$ cat src/rtl/nabp_filtered_ram_pkg.sv
// rtl/nabp_filtered_ram_pkg.sv - shared types and latency helper for the filtered RAM fill scheduler
package nabp_filtered_ram_pkg;

  typedef enum logic [1:0] {EMPTY, FILLING, FULL, IN_USE} bank_state_t;
  typedef enum logic [2:0] {IDLE, REQ, CLEAR, SWEEP, COMMIT} fill_state_t;

  // Cycles between presenting an s-address to the host RAM and its filtered sample appearing.
  function automatic int fill_latency(input int lookup_lat, input int filter_delay);
    return lookup_lat + filter_delay;
  endfunction

endpackage

$ cat src/rtl/nabp_fill_sweep_counter.sv
// rtl/nabp_fill_sweep_counter.sv - per-angle sweep counter: host lookup address and latency-shifted write strobe
module nabp_fill_sweep_counter
  import nabp_filtered_ram_pkg::*;
#(
  parameter int S_W          = 9,
  parameter int LINE_SIZE    = 256,
  parameter int FILTER_DELAY = 4,
  parameter int LOOKUP_LAT   = 1
) (
  input  logic           clk,
  input  logic           reset_n,
  input  logic           start,
  input  logic           run,
  output logic [S_W-1:0] hs_s_val,
  output logic           fill_we,
  output logic [S_W-1:0] fill_addr,
  output logic           last
);

  localparam int           LAT    = fill_latency(LOOKUP_LAT, FILTER_DELAY);
  localparam logic [S_W:0] LAT_K  = (S_W+1)'(LAT);
  localparam logic [S_W:0] LAST_K = (S_W+1)'(LINE_SIZE + LAT - 1);
  localparam logic [S_W:0] MAX_S  = (S_W+1)'(LINE_SIZE - 1);

  logic [S_W:0] k;

  always_ff @(posedge clk or posedge reset_n) begin
    if (reset_n) begin
      k <= '0;
    end else if (start) begin
      k <= '0;
    end else if (run && (k != LAST_K)) begin
      k <= k + 1'b1;
    end
  end

  // Addresses clamp at the line end while the pipeline drains its last samples.
  always_comb begin
    hs_s_val  = '0;
    fill_we   = 1'b0;
    fill_addr = '0;
    last      = 1'b0;
    if (run) begin
      hs_s_val = (k > MAX_S) ? S_W'(MAX_S) : S_W'(k);
      fill_we  = (k >= LAT_K);
      last     = (k == LAST_K);
      if (k >= LAT_K) begin
        fill_addr = S_W'(k - LAT_K);
      end
    end
  end

endmodule

$ cat src/rtl/nabp_filtered_ram_fill_scheduler.sv
// rtl/nabp_filtered_ram_fill_scheduler.sv - fills the double-buffered filtered RAM one angle per bank
module nabp_filtered_ram_fill_scheduler
  import nabp_filtered_ram_pkg::*;
#(
  parameter int ANGLE_W      = 9,
  parameter int S_W          = 9,
  parameter int LINE_SIZE    = 256,
  parameter int FILTER_DELAY = 4,
  parameter int LOOKUP_LAT   = 1
) (
  input  logic               clk,
  input  logic               reset_n,
  input  logic [ANGLE_W-1:0] hs_angle,
  input  logic               hs_has_next_angle,
  input  logic               hs_next_angle_ack,
  output logic               hs_next_angle,
  output logic [S_W-1:0]     hs_s_val,
  output logic               filter_clear,
  output logic               filter_enable,
  output logic               fill_we,
  output logic               fill_bank,
  output logic [S_W-1:0]     fill_addr,
  input  logic               pr_next_angle,
  output logic               pr_next_angle_ack,
  output logic [ANGLE_W-1:0] pr_angle,
  output logic               pr_bank,
  output logic               done
);

  fill_state_t        state, state_nx;
  bank_state_t        bank_q [2];
  bank_state_t        bank_nx [2];
  logic [ANGLE_W-1:0] angle_q [2];
  logic [ANGLE_W-1:0] pr_angle_q;
  logic               pr_bank_q;
  logic               target, last_commit, last_seen;
  logic               req_open, req_done, done_q;
  logic               sweep_last, has_full, both_full, any_in_use, oldest;
  logic               new_req, grant, done_set;

  nabp_fill_sweep_counter #(
    .S_W         (S_W),
    .LINE_SIZE   (LINE_SIZE),
    .FILTER_DELAY(FILTER_DELAY),
    .LOOKUP_LAT  (LOOKUP_LAT)
  ) u_sweep (
    .clk      (clk),
    .reset_n  (reset_n),
    .start    (state == CLEAR),
    .run      (state == SWEEP),
    .hs_s_val (hs_s_val),
    .fill_we  (fill_we),
    .fill_addr(fill_addr),
    .last     (sweep_last)
  );

  always_comb begin
    state_nx      = state;
    hs_next_angle = 1'b0;
    filter_clear  = 1'b0;
    case (state)
      IDLE:   if ((bank_q[target] == EMPTY) && !last_seen) state_nx = REQ;
      REQ: begin
        hs_next_angle = 1'b1;
        if (hs_next_angle_ack) state_nx = CLEAR;
      end
      CLEAR: begin
        filter_clear = 1'b1;
        state_nx     = SWEEP;
      end
      SWEEP:  if (sweep_last) state_nx = COMMIT;
      COMMIT: state_nx = IDLE;
      default: state_nx = IDLE;
    endcase
  end

  assign filter_enable = (state == SWEEP);
  assign fill_bank     = (state == SWEEP) & target;

  // With both banks full, the older one is the bank not committed last.
  assign both_full  = (bank_q[0] == FULL) && (bank_q[1] == FULL);
  assign has_full   = (bank_q[0] == FULL) || (bank_q[1] == FULL);
  assign any_in_use = (bank_q[0] == IN_USE) || (bank_q[1] == IN_USE);
  assign oldest     = both_full ? ~last_commit : (bank_q[1] == FULL);
  assign new_req    = pr_next_angle && !req_open && !req_done;
  assign grant      = pr_next_angle && !req_done && has_full;
  assign done_set   = new_req && last_seen && (state == IDLE) && !has_full && any_in_use;

  assign pr_next_angle_ack = grant;
  assign pr_angle          = grant ? angle_q[oldest] : pr_angle_q;
  assign pr_bank           = grant ? oldest : pr_bank_q;
  assign done              = done_q;

  always_comb begin
    for (int b = 0; b < 2; b++) begin
      bank_nx[b] = bank_q[b];
      if (new_req && (bank_q[b] == IN_USE)) bank_nx[b] = EMPTY;
      if (grant && (oldest == 1'(b)))       bank_nx[b] = IN_USE;
      if ((state == CLEAR) && (target == 1'(b)))  bank_nx[b] = FILLING;
      if ((state == COMMIT) && (target == 1'(b))) bank_nx[b] = FULL;
    end
  end

  always_ff @(posedge clk or posedge reset_n) begin
    if (reset_n) begin
      state       <= IDLE;
      bank_q[0]   <= EMPTY;
      bank_q[1]   <= EMPTY;
      angle_q[0]  <= '0;
      angle_q[1]  <= '0;
      target      <= 1'b0;
      last_commit <= 1'b0;
      last_seen   <= 1'b0;
      req_open    <= 1'b0;
      req_done    <= 1'b0;
      done_q      <= 1'b0;
      pr_angle_q  <= '0;
      pr_bank_q   <= 1'b0;
    end else begin
      state  <= state_nx;
      bank_q <= bank_nx;
      if ((state == REQ) && hs_next_angle_ack) begin
        angle_q[target] <= hs_angle;
        last_seen       <= ~hs_has_next_angle;
      end
      if (state == COMMIT) begin
        target      <= ~target;
        last_commit <= target;
      end
      if (grant) begin
        pr_angle_q <= angle_q[oldest];
        pr_bank_q  <= oldest;
      end
      // One release+grant per rising request; a held level waits for deassertion.
      if (!pr_next_angle) begin
        req_open <= 1'b0;
        req_done <= 1'b0;
      end else if (grant) begin
        req_open <= 1'b0;
        req_done <= 1'b1;
      end else if (new_req) begin
        req_open <= 1'b1;
      end
      if (done_set) done_q <= 1'b1;
    end
  end

endmodule

$ cat config.mk
export PLATFORM = sky130hd
export DESIGN_NAME = nabp_filtered_ram_fill_scheduler
export DESIGN_NICKNAME = d
export VERILOG_FILES = /design/src/rtl/nabp_filtered_ram_pkg.sv /design/src/rtl/nabp_fill_sweep_counter.sv /design/src/rtl/nabp_filtered_ram_fill_scheduler.sv
export SDC_FILE = /design/constraint.sdc
export NUM_CORES = 1
export LEC_CHECK = 0
export ABC_AREA = 1
export BUFFER_PORTS_ARGS = -buffer_cell sky130_fd_sc_hd__clkbuf_2
export CELL_PAD_IN_SITES_DETAIL_PLACEMENT = 2
export CELL_PAD_IN_SITES_GLOBAL_PLACEMENT = 2
export CORE_AREA = 4 4 105 107
export DETAILED_ROUTE_END_ITERATION = 16
export DIE_AREA = 0 0 109 111
export HOLD_SLACK_MARGIN = 0.05
export PLACE_DENSITY_LB_ADDON = 0.1
export SYNTH_ARGS = -nofsm -noshare
export SYNTH_HDL_FRONTEND = slang
export SYNTH_SLANG_ARGS = --single-unit
$ cat constraint.sdc
create_clock -name clk -period 1.55 [get_ports clk]
set_input_delay 0.0775 -clock clk [delete_from_list [all_inputs] [get_ports clk]]
set_output_delay 0.0775 -clock clk [all_outputs]
set_load 0.05 [all_outputs]
==> flow_metrics.py, run 1 <==
metrics = {
    "timing": {
        "finalCritPeriodShare_pct": 128,
        "postLayoutSetupSlackWorst_ns": -0.438,
        "max_freq_mhz": 503,
        "setup_violations": 35,
        "tns_ns": -7.52,
        "finalCriticalPeriod_ns": 1.99,
        "hold_ws_ns": 0.192,
        "clock_skew_ns": 0.00805,
        "slew_violations": 0,
        "hold_violations": 0,
        "rsz0062_at_grt": "true",
    },
    "worst_setup_path": {
        "critPathKind": "reg2out",
        "r2r-start": "u_sweep.k[0]",
        "cp-end-kind": "output pin",
        "cp-start-kind": "register",
        "cp.arrival_ns": 1.91,
        "reg2regPathDepth": 11,
        "r2r_slack_ns": -0.17,
        "cp_max_fo": 5,
        "r2r-end": "u_sweep.k[9]",
        "worstPathRequired_ns": 1.47,
    },
    "synthesis": {
        "synth_area_leaders": "dfrtp_1, nand2_1, inv_1",
        "synth_top_family_by_area": "simple AND/OR/NAND/NOR gates",
        "synthArstFlopShare_pct": 100,
        "syn_area_um2": 2900,
        "yosys_warnings": 0,
        "synth_seq_cells": 51,
        "yosysMostFrequentCell": "nand2_1",
        "syn-num-nets": 382,
        "synth-compound-area-share_pct": 9.98,
        "synth_common_cells": "nand2_1, inv_1, dfrtp_1, nor2_1, nand3_1",
        "synth_xor_area_share_pct": 3.02,
        "syn_inst": 364,
        "synth.area.mux_share_pct": 0,
        "synth-simple-area-share_pct": 30.4,
        "ys.flop_type": "dfrtp_1",
        "synth_top_area_share_pct": 44.1,
        "synth_fa_ha_area_share_pct": 1.73,
        "yosysUniqueCellTypes": 30,
        "postSynthAreaPerCell_um2": 7.96,
        "synth_edf_count": 0,
        "synth_largest_area_cell": "dfrtp_1",
        "synth_seq_area_share_pct": 44.1,
    },
    "finish": {
        "area_growth_syn_to_layout_pct": 78.1,
        "final_core_util_pct": 50.9,
        "finalNonFillerCells": 625,
        "antennaDiodeCount": 0,
        "num-fill-cells": 1044,
        "fin_nets": 506,
        "drive_gt1_share_pct": 56.6,
    },
    "global_routing": {
        "track_usage_pct": 16.4,
        "antenna_found_initial": 0,
        "grt.overflow.total": 0,
        "grt_pass1_vias": 3014,
        "grt_start_max_net_pins": 52,
        "grt_pass1_wl_um": 15800,
    },
    "worst_hold_path": {
        "holdCritStartpoint": "hs_next_angle_ack",
        "hp-class": "in2reg",
        "hold_depth": 4,
        "hold_end": "state[0]",
    },
    "route": {
        "route.vias.total": 2914,
        "postRouteWirelength_um": 11700,
        "routedWlPerCell_um": 18.7,
        "drtPass1Iterations": 4,
        "via_per_inst": 4.66,
        "ant_nets": 0,
        "drt_first_iter_violations": 85,
        "route.detailed.drc": 0,
    },
    "power_and_ir_drop": {
        "cellPowerDensity_nw_per_um2": 603,
        "p_leak_nw": 2.64,
        "ir_worst_vdd_v": 0.000366,
        "design_power_total_w": 0.00311,
    },
    "floorplanning": {
        "start_util_pct": 28.6,
        "die_area_um2": 12100,
        "num_rows": 37,
        "fp.dieW_um": 109,
        "die-height_um": 111,
        "coreArea_um2": 10100,
        "io_pins": 49,
    },
    "clocking": {
        "cts_root_buf": "clkbuf_8",
        "htreeDepth": 2,
        "clk_pin_slew_ns": 0.12,
        "cts_num_sinks": 51,
        "clockBufferDepth": 2,
        "clkLatencyLatePin_ns": 0.33,
        "cts_buffers": 5,
        "cts_tree": "yes",
    },
    "placed_design": {
        "dp_cells": 570,
        "portBuffers": 47,
        "dpl.hpwl_um": 6510,
        "gp_congestion": 0.763,
    },
    "outcome": {
        "violations": "setup timing",
        "status": "finished, violations left",
    },
    "run": {
        "max_cap_viol_count": 0,
    },
}
## registers in the layout, summed over array words and instances, names as in the netlist
signal       flops
angle_q         18
bank_q           4
done             1
last_commit      1
last_seen        1
pr_angle_q       9
pr_bank_q        1
req_done         1
req_open         1
state            3
target           1
u_sweep.k       10
## cells in the final DEF (no fill, tap or decap), types with 4 or more instances in the layout
master / synthesis / final
inv_2: 5 / 20
nand3_2: 1 / 4
nand3_4: 0 / 11
xor2_1: 10 / 9
inv_1: 52 / 28
o21ai_0: 15 / 6
nor2_1: 29 / 15
buf_8: 0 / 7
dfrtp_2: 0 / 6
dlygate4sd3_1: 0 / 12
nand2_2: 5 / 25
nor2_4: 3 / 17
nand3_1: 26 / 12
clkbuf_8: 0 / 6
o21ai_2: 18 / 24
buf_6: 5 / 10
nand2_1: 103 / 65
buf_12: 0 / 24
nand2_4: 2 / 18
clkbuf_16: 0 / 6
nor2_2: 4 / 4
clkbuf_2: 0 / 15
dfrtp_1: 51 / 45
nand2_8: 0 / 5
nand4_1: 9 / 9
buf_4: 2 / 50
inv_4: 0 / 7
## layout make-up
cell class	instances	area (um2)	area share [%]
inverter	57	239	4.63
clock buffer	5	68.8	1.33
clock inverter	3	33.8	0.655
tap	136	170	3.30
timing repair buffer	126	1440	27.9
sequential	51	1280	24.9
multi-input combinational	247	1920	37.3
## kinds of logic (layout without fill, tap and decap cells)
group	Yosys count	after routing
compound gates	41	41
xor+xnor	10	10
fa+ha+maj	4	4
buf+inv	69	191
flops	51	51
other cells	1	1
simple gates	188	191
## where the power goes
group / switching, W / total (W) / internal, W
registers: 0.0000498 / 0.00144 / 0.00139
clock network: 0.000580 / 0.000925 / 0.000345
logic: 0.000417 / 0.000748 / 0.000331
## worst max path at each step
stage	startpoint	to	slack, ns
4_1_cts	u_sweep.k[1]	fill_addr[1]	-0.38
6_report	u_sweep.k[1]	fill_we	-0.44
3_3_place_gp	u_sweep.k[1]	fill_we	0.002
5_1_grt	u_sweep.k[1]	fill_addr[2]	-0.54
3_5_place_dp	u_sweep.k[1]	fill_we	-0.04
2_1_floorplan	state[0]	angle_q[7]	-0.14
## critical path, stage by stage, from the launching register on
cell and delay (ns):
dfrtp_1 0.38, inv_2 0.07, buf_4 0.15, buf_4 0.14, ha_1 0.19, nand2_1 0.11, nand3_4 0.12, nand2_8 0.15
clkinvlp_4 0.11, buf_12 0.15
## per-stage QoR
stage | area [um2] | setup WS [ns]
4_1_cts | 4570 | -0.376
2_1_floorplan | 3080 | -0.136
3_5_place_dp | 3980 | -0.0381
6_report | 5160 | -0.438
3_3_place_gp | 3980 | 0.00218
5_1_grt | 5160 | -0.535
## timing repair
| item | in CTS | in global routing |
|---|---|---|
| hold buffers | 12 | 0 |
| resized for setup | 82 | 96 |
| gates cloned | 1 | 4 |
| endpoints found under the setup margin | 39 | 61 |
| pin swaps | 10 | 27 |
| buffers inserted | 10 | 21 |
| endpoints found under the hold margin | 72 | 0 |
## per-layer routing
layer | track usage (%) | up-vias | part of all wire, %
met2 | 28.2 | 41 | 55
li1 | - | 1383 | -
met5 | 0 | - | 0
met3 | 2.15 | 13 | 2.6
met1 | 21.8 | 1477 | 41
met4 | 3.62 | 0 | 1.4
No activity file was read; power rests on OpenSTA's default activity.
==> run 2, diff against run 1 <==
--- a/config.mk
+++ b/config.mk
@@ -14,6 +14,7 @@
 export DIE_AREA = 0 0 109 111
 export HOLD_SLACK_MARGIN = 0.05
 export PLACE_DENSITY_LB_ADDON = 0.1
+export RECOVER_POWER = 50
 export SYNTH_ARGS = -nofsm -noshare
 export SYNTH_HDL_FRONTEND = slang
 export SYNTH_SLANG_ARGS = --single-unit
==> run 2 against run 1 <==
The flow still finishes with violations (setup timing). Via count up 0.10%. Setup slack about the same. Cell count is the same. Fmax is essentially flat. Worst hold slack is the same. Non-clock buffer count unchanged. Sequential power barely moved. Combinational power down 0.7%. Core utilization decreased by 0.12 points. Largest cell class unchanged. Clock skew unchanged. Design area is 0.24% lower.
==> flow_metrics.py, run 2 (same netlist as run 1, synthesis figures left out) <==
metrics = {
    "worst_setup_path": {
        "cp_common_cell": "buf_4",
        "cp_max_fo": 5,
        "cp_cell_sequence": "inv_2 > buf_4 > buf_4 > ha_1 > nand2_1 > nand3_4 > nand2_8 > clkinvlp_4 > buf_12",
        "critPathKind": "reg2out",
        "slowest_delay_ns": 0.38,
        "worstPathRequired_ns": 1.47,
        "cp-start-kind": "register",
        "cp-end-kind": "output pin",
        "crit_slowest_cell": "dfrtp_1",
        "cp.arrival_ns": 1.91,
    },
    "global_routing": {
        "grt_pass1_vias": 3014,
        "track_usage_pct": 16.4,
        "grt_pass1_wl_um": 15800,
        "grt_start_max_net_pins": 52,
        "antenna_found_initial": 0,
        "grt.overflow.total": 0,
    },
    "floorplanning": {
        "die-height_um": 111,
        "start_util_pct": 28.6,
        "io_pins": 49,
        "coreArea_um2": 10100,
        "num_rows": 37,
        "die_area_um2": 12100,
        "fp.dieW_um": 109,
    },
    "clocking": {
        "cts_num_sinks": 51,
        "htreeDepth": 2,
        "cts_tree": "yes",
        "clockBufferDepth": 2,
        "cts_root_buf": "clkbuf_8",
        "clk_pin_slew_ns": 0.12,
        "cts_buffers": 5,
        "clkLatencyLatePin_ns": 0.33,
    },
    "power_and_ir_drop": {
        "p_leak_nw": 2.64,
        "clockPowerShare_pct": 29.8,
        "p_int_w": 0.00206,
        "p_seq_share_pct": 46.3,
        "ir_worst_vdd_v": 0.000366,
        "cellPowerDensity_nw_per_um2": 603,
        "p_switching_w": 0.00105,
        "pwr-share-comb_pct": 23.9,
        "swShare_pct": 33.7,
    },
    "timing": {
        "clock_skew_ns": 0.00805,
        "rsz0062_at_grt": "true",
        "worst_slew_pin_slew_ns": 0.758,
        "postLayoutSetupSlackWorst_ns": -0.438,
        "max_freq_mhz": 503,
        "finalCriticalPeriod_ns": 1.99,
        "finalCritPeriodShare_pct": 128,
        "max-slew-margin-rel_pct": 49.5,
        "setup_violations": 35,
        "hold_violations": 0,
        "slew_violations": 0,
    },
    "finish": {
        "largest_reg_flops": 18,
        "top_register": "angle_q",
        "final_common_cell": "nand2_1",
        "antennaDiodeCount": 0,
        "layout_common_cells": "nand2_1, buf_4, dfrtp_1",
        "largestRegisters": "angle_q: 18 flops, u_sweep.k: 10 flops, pr_angle_q: 9 flops",
        "num-fill-cells": 1044,
        "drive_gt1_share_pct": 56.4,
        "design_area_um2": 5150,
        "final_core_util_pct": 50.8,
        "area_growth_syn_to_layout_pct": 77.7,
        "fin_nets": 506,
    },
    "route": {
        "drt_first_iter_violations": 85,
        "postRouteWirelength_um": 11700,
        "routedWlPerCell_um": 18.7,
        "ant_nets": 0,
        "route.detailed.drc": 0,
        "route.vias.total": 2917,
        "via_per_inst": 4.67,
        "drtPass1Iterations": 4,
    },
    "placed_design": {
        "dpl.hpwl_um": 6510,
        "gp_congestion": 0.763,
        "place_ws_ns": -0.0381,
        "placed_area_um2": 3980,
        "portBuffers": 47,
    },
    "outcome": {
        "status": "finished, violations left",
        "violations": "setup timing",
    },
    "run": {
        "max_cap_viol_count": 0,
    },
    "worst_hold_path": {
        "hp-class": "in2reg",
    },
}
==> run 2: cell types whose count changed in the layout (fill, tap and decap cells not counted), sizes merged <==
cell / previous run / this run
buf: 91 / 90
clkbuf: 28 / 29
==> run 2: worst max-delay path: cells and delay by family, from the launching register on <==
| family | cells | cell delay, ns |
|---|---|---|
| DFF | 1 | 0.38 |
| buffers and inverters | 5 | 0.62 |
| and+or+nand+nor | 3 | 0.38 |
| adders and majority gates | 1 | 0.19 |
==> run 2: layout make-up <==
type / count / area, um2 / area share, %
tap: 136 / 170 / 3.31
timing repair buffer: 126 / 1430 / 27.7
clock inverter: 3 / 33.8 / 0.656
multi-input combinational: 247 / 1920 / 37.4
clock buffer: 5 / 68.8 / 1.34
inverter: 57 / 239 / 4.64
sequential: 51 / 1280 / 24.9
==> run 2: repair_timing <==
action | in CTS | in global routing
resized for setup | 82 | 96
hold endpoints to repair | 72 | 0
buffers inserted | 10 | 21
cloned | 1 | 4
setup endpoints to repair | 39 | 61
pin swaps | 10 | 27
hold buffers | 12 | 0
==> run 2: path summary, 6_finish.rpt <==
path,from,endpoint,slack [ns],cells after the start
max reg2reg,u_sweep.k[0],u_sweep.k[9],-0.17,11
min reg2reg,done,done,0.49,1
min in group asynchronous,reset_n,angle_q[5],0.51,4
max,u_sweep.k[1],fill_we,-0.44,9
max in group asynchronous,reset_n,u_sweep.k[8],0.48,4
min,hs_next_angle_ack,state[0],0.19,4
==> run 2: through the flow <==
stage	hold WS [ns]	std cells	total power, W	setup TNS [ns]
detailed placement	0.145	570	0.00188	-0.0480
global route	0.246	625	0.00327	-12.09
CTS	0.181	601	0.00297	-5.34
finish	0.192	625	0.00311	-7.51
floorplan	0.162	364	0.00170	-2.41
global placement	0.138	570	0.00186	0
==> run 2: power groups by stage <==
stage | clock network, W | logic, W | registers (W)
finish | 0.000925 | 0.000743 | 0.00144
global route | 0.00102 | 0.000807 | 0.00145
CTS | 0.000945 | 0.000601 | 0.00143
detailed placement | 0 | 0.000424 | 0.00145
global placement | 0 | 0.000413 | 0.00145
floorplan | 0 | 0.000259 | 0.00144
==> run 2: per-layer routing <==
layer / track usage (%) / wire length, um
met5: 0 / 0
met3: 2.15 / 301
met1: 21.8 / 4770
met4: 3.62 / 160
met2: 28.2 / 6430
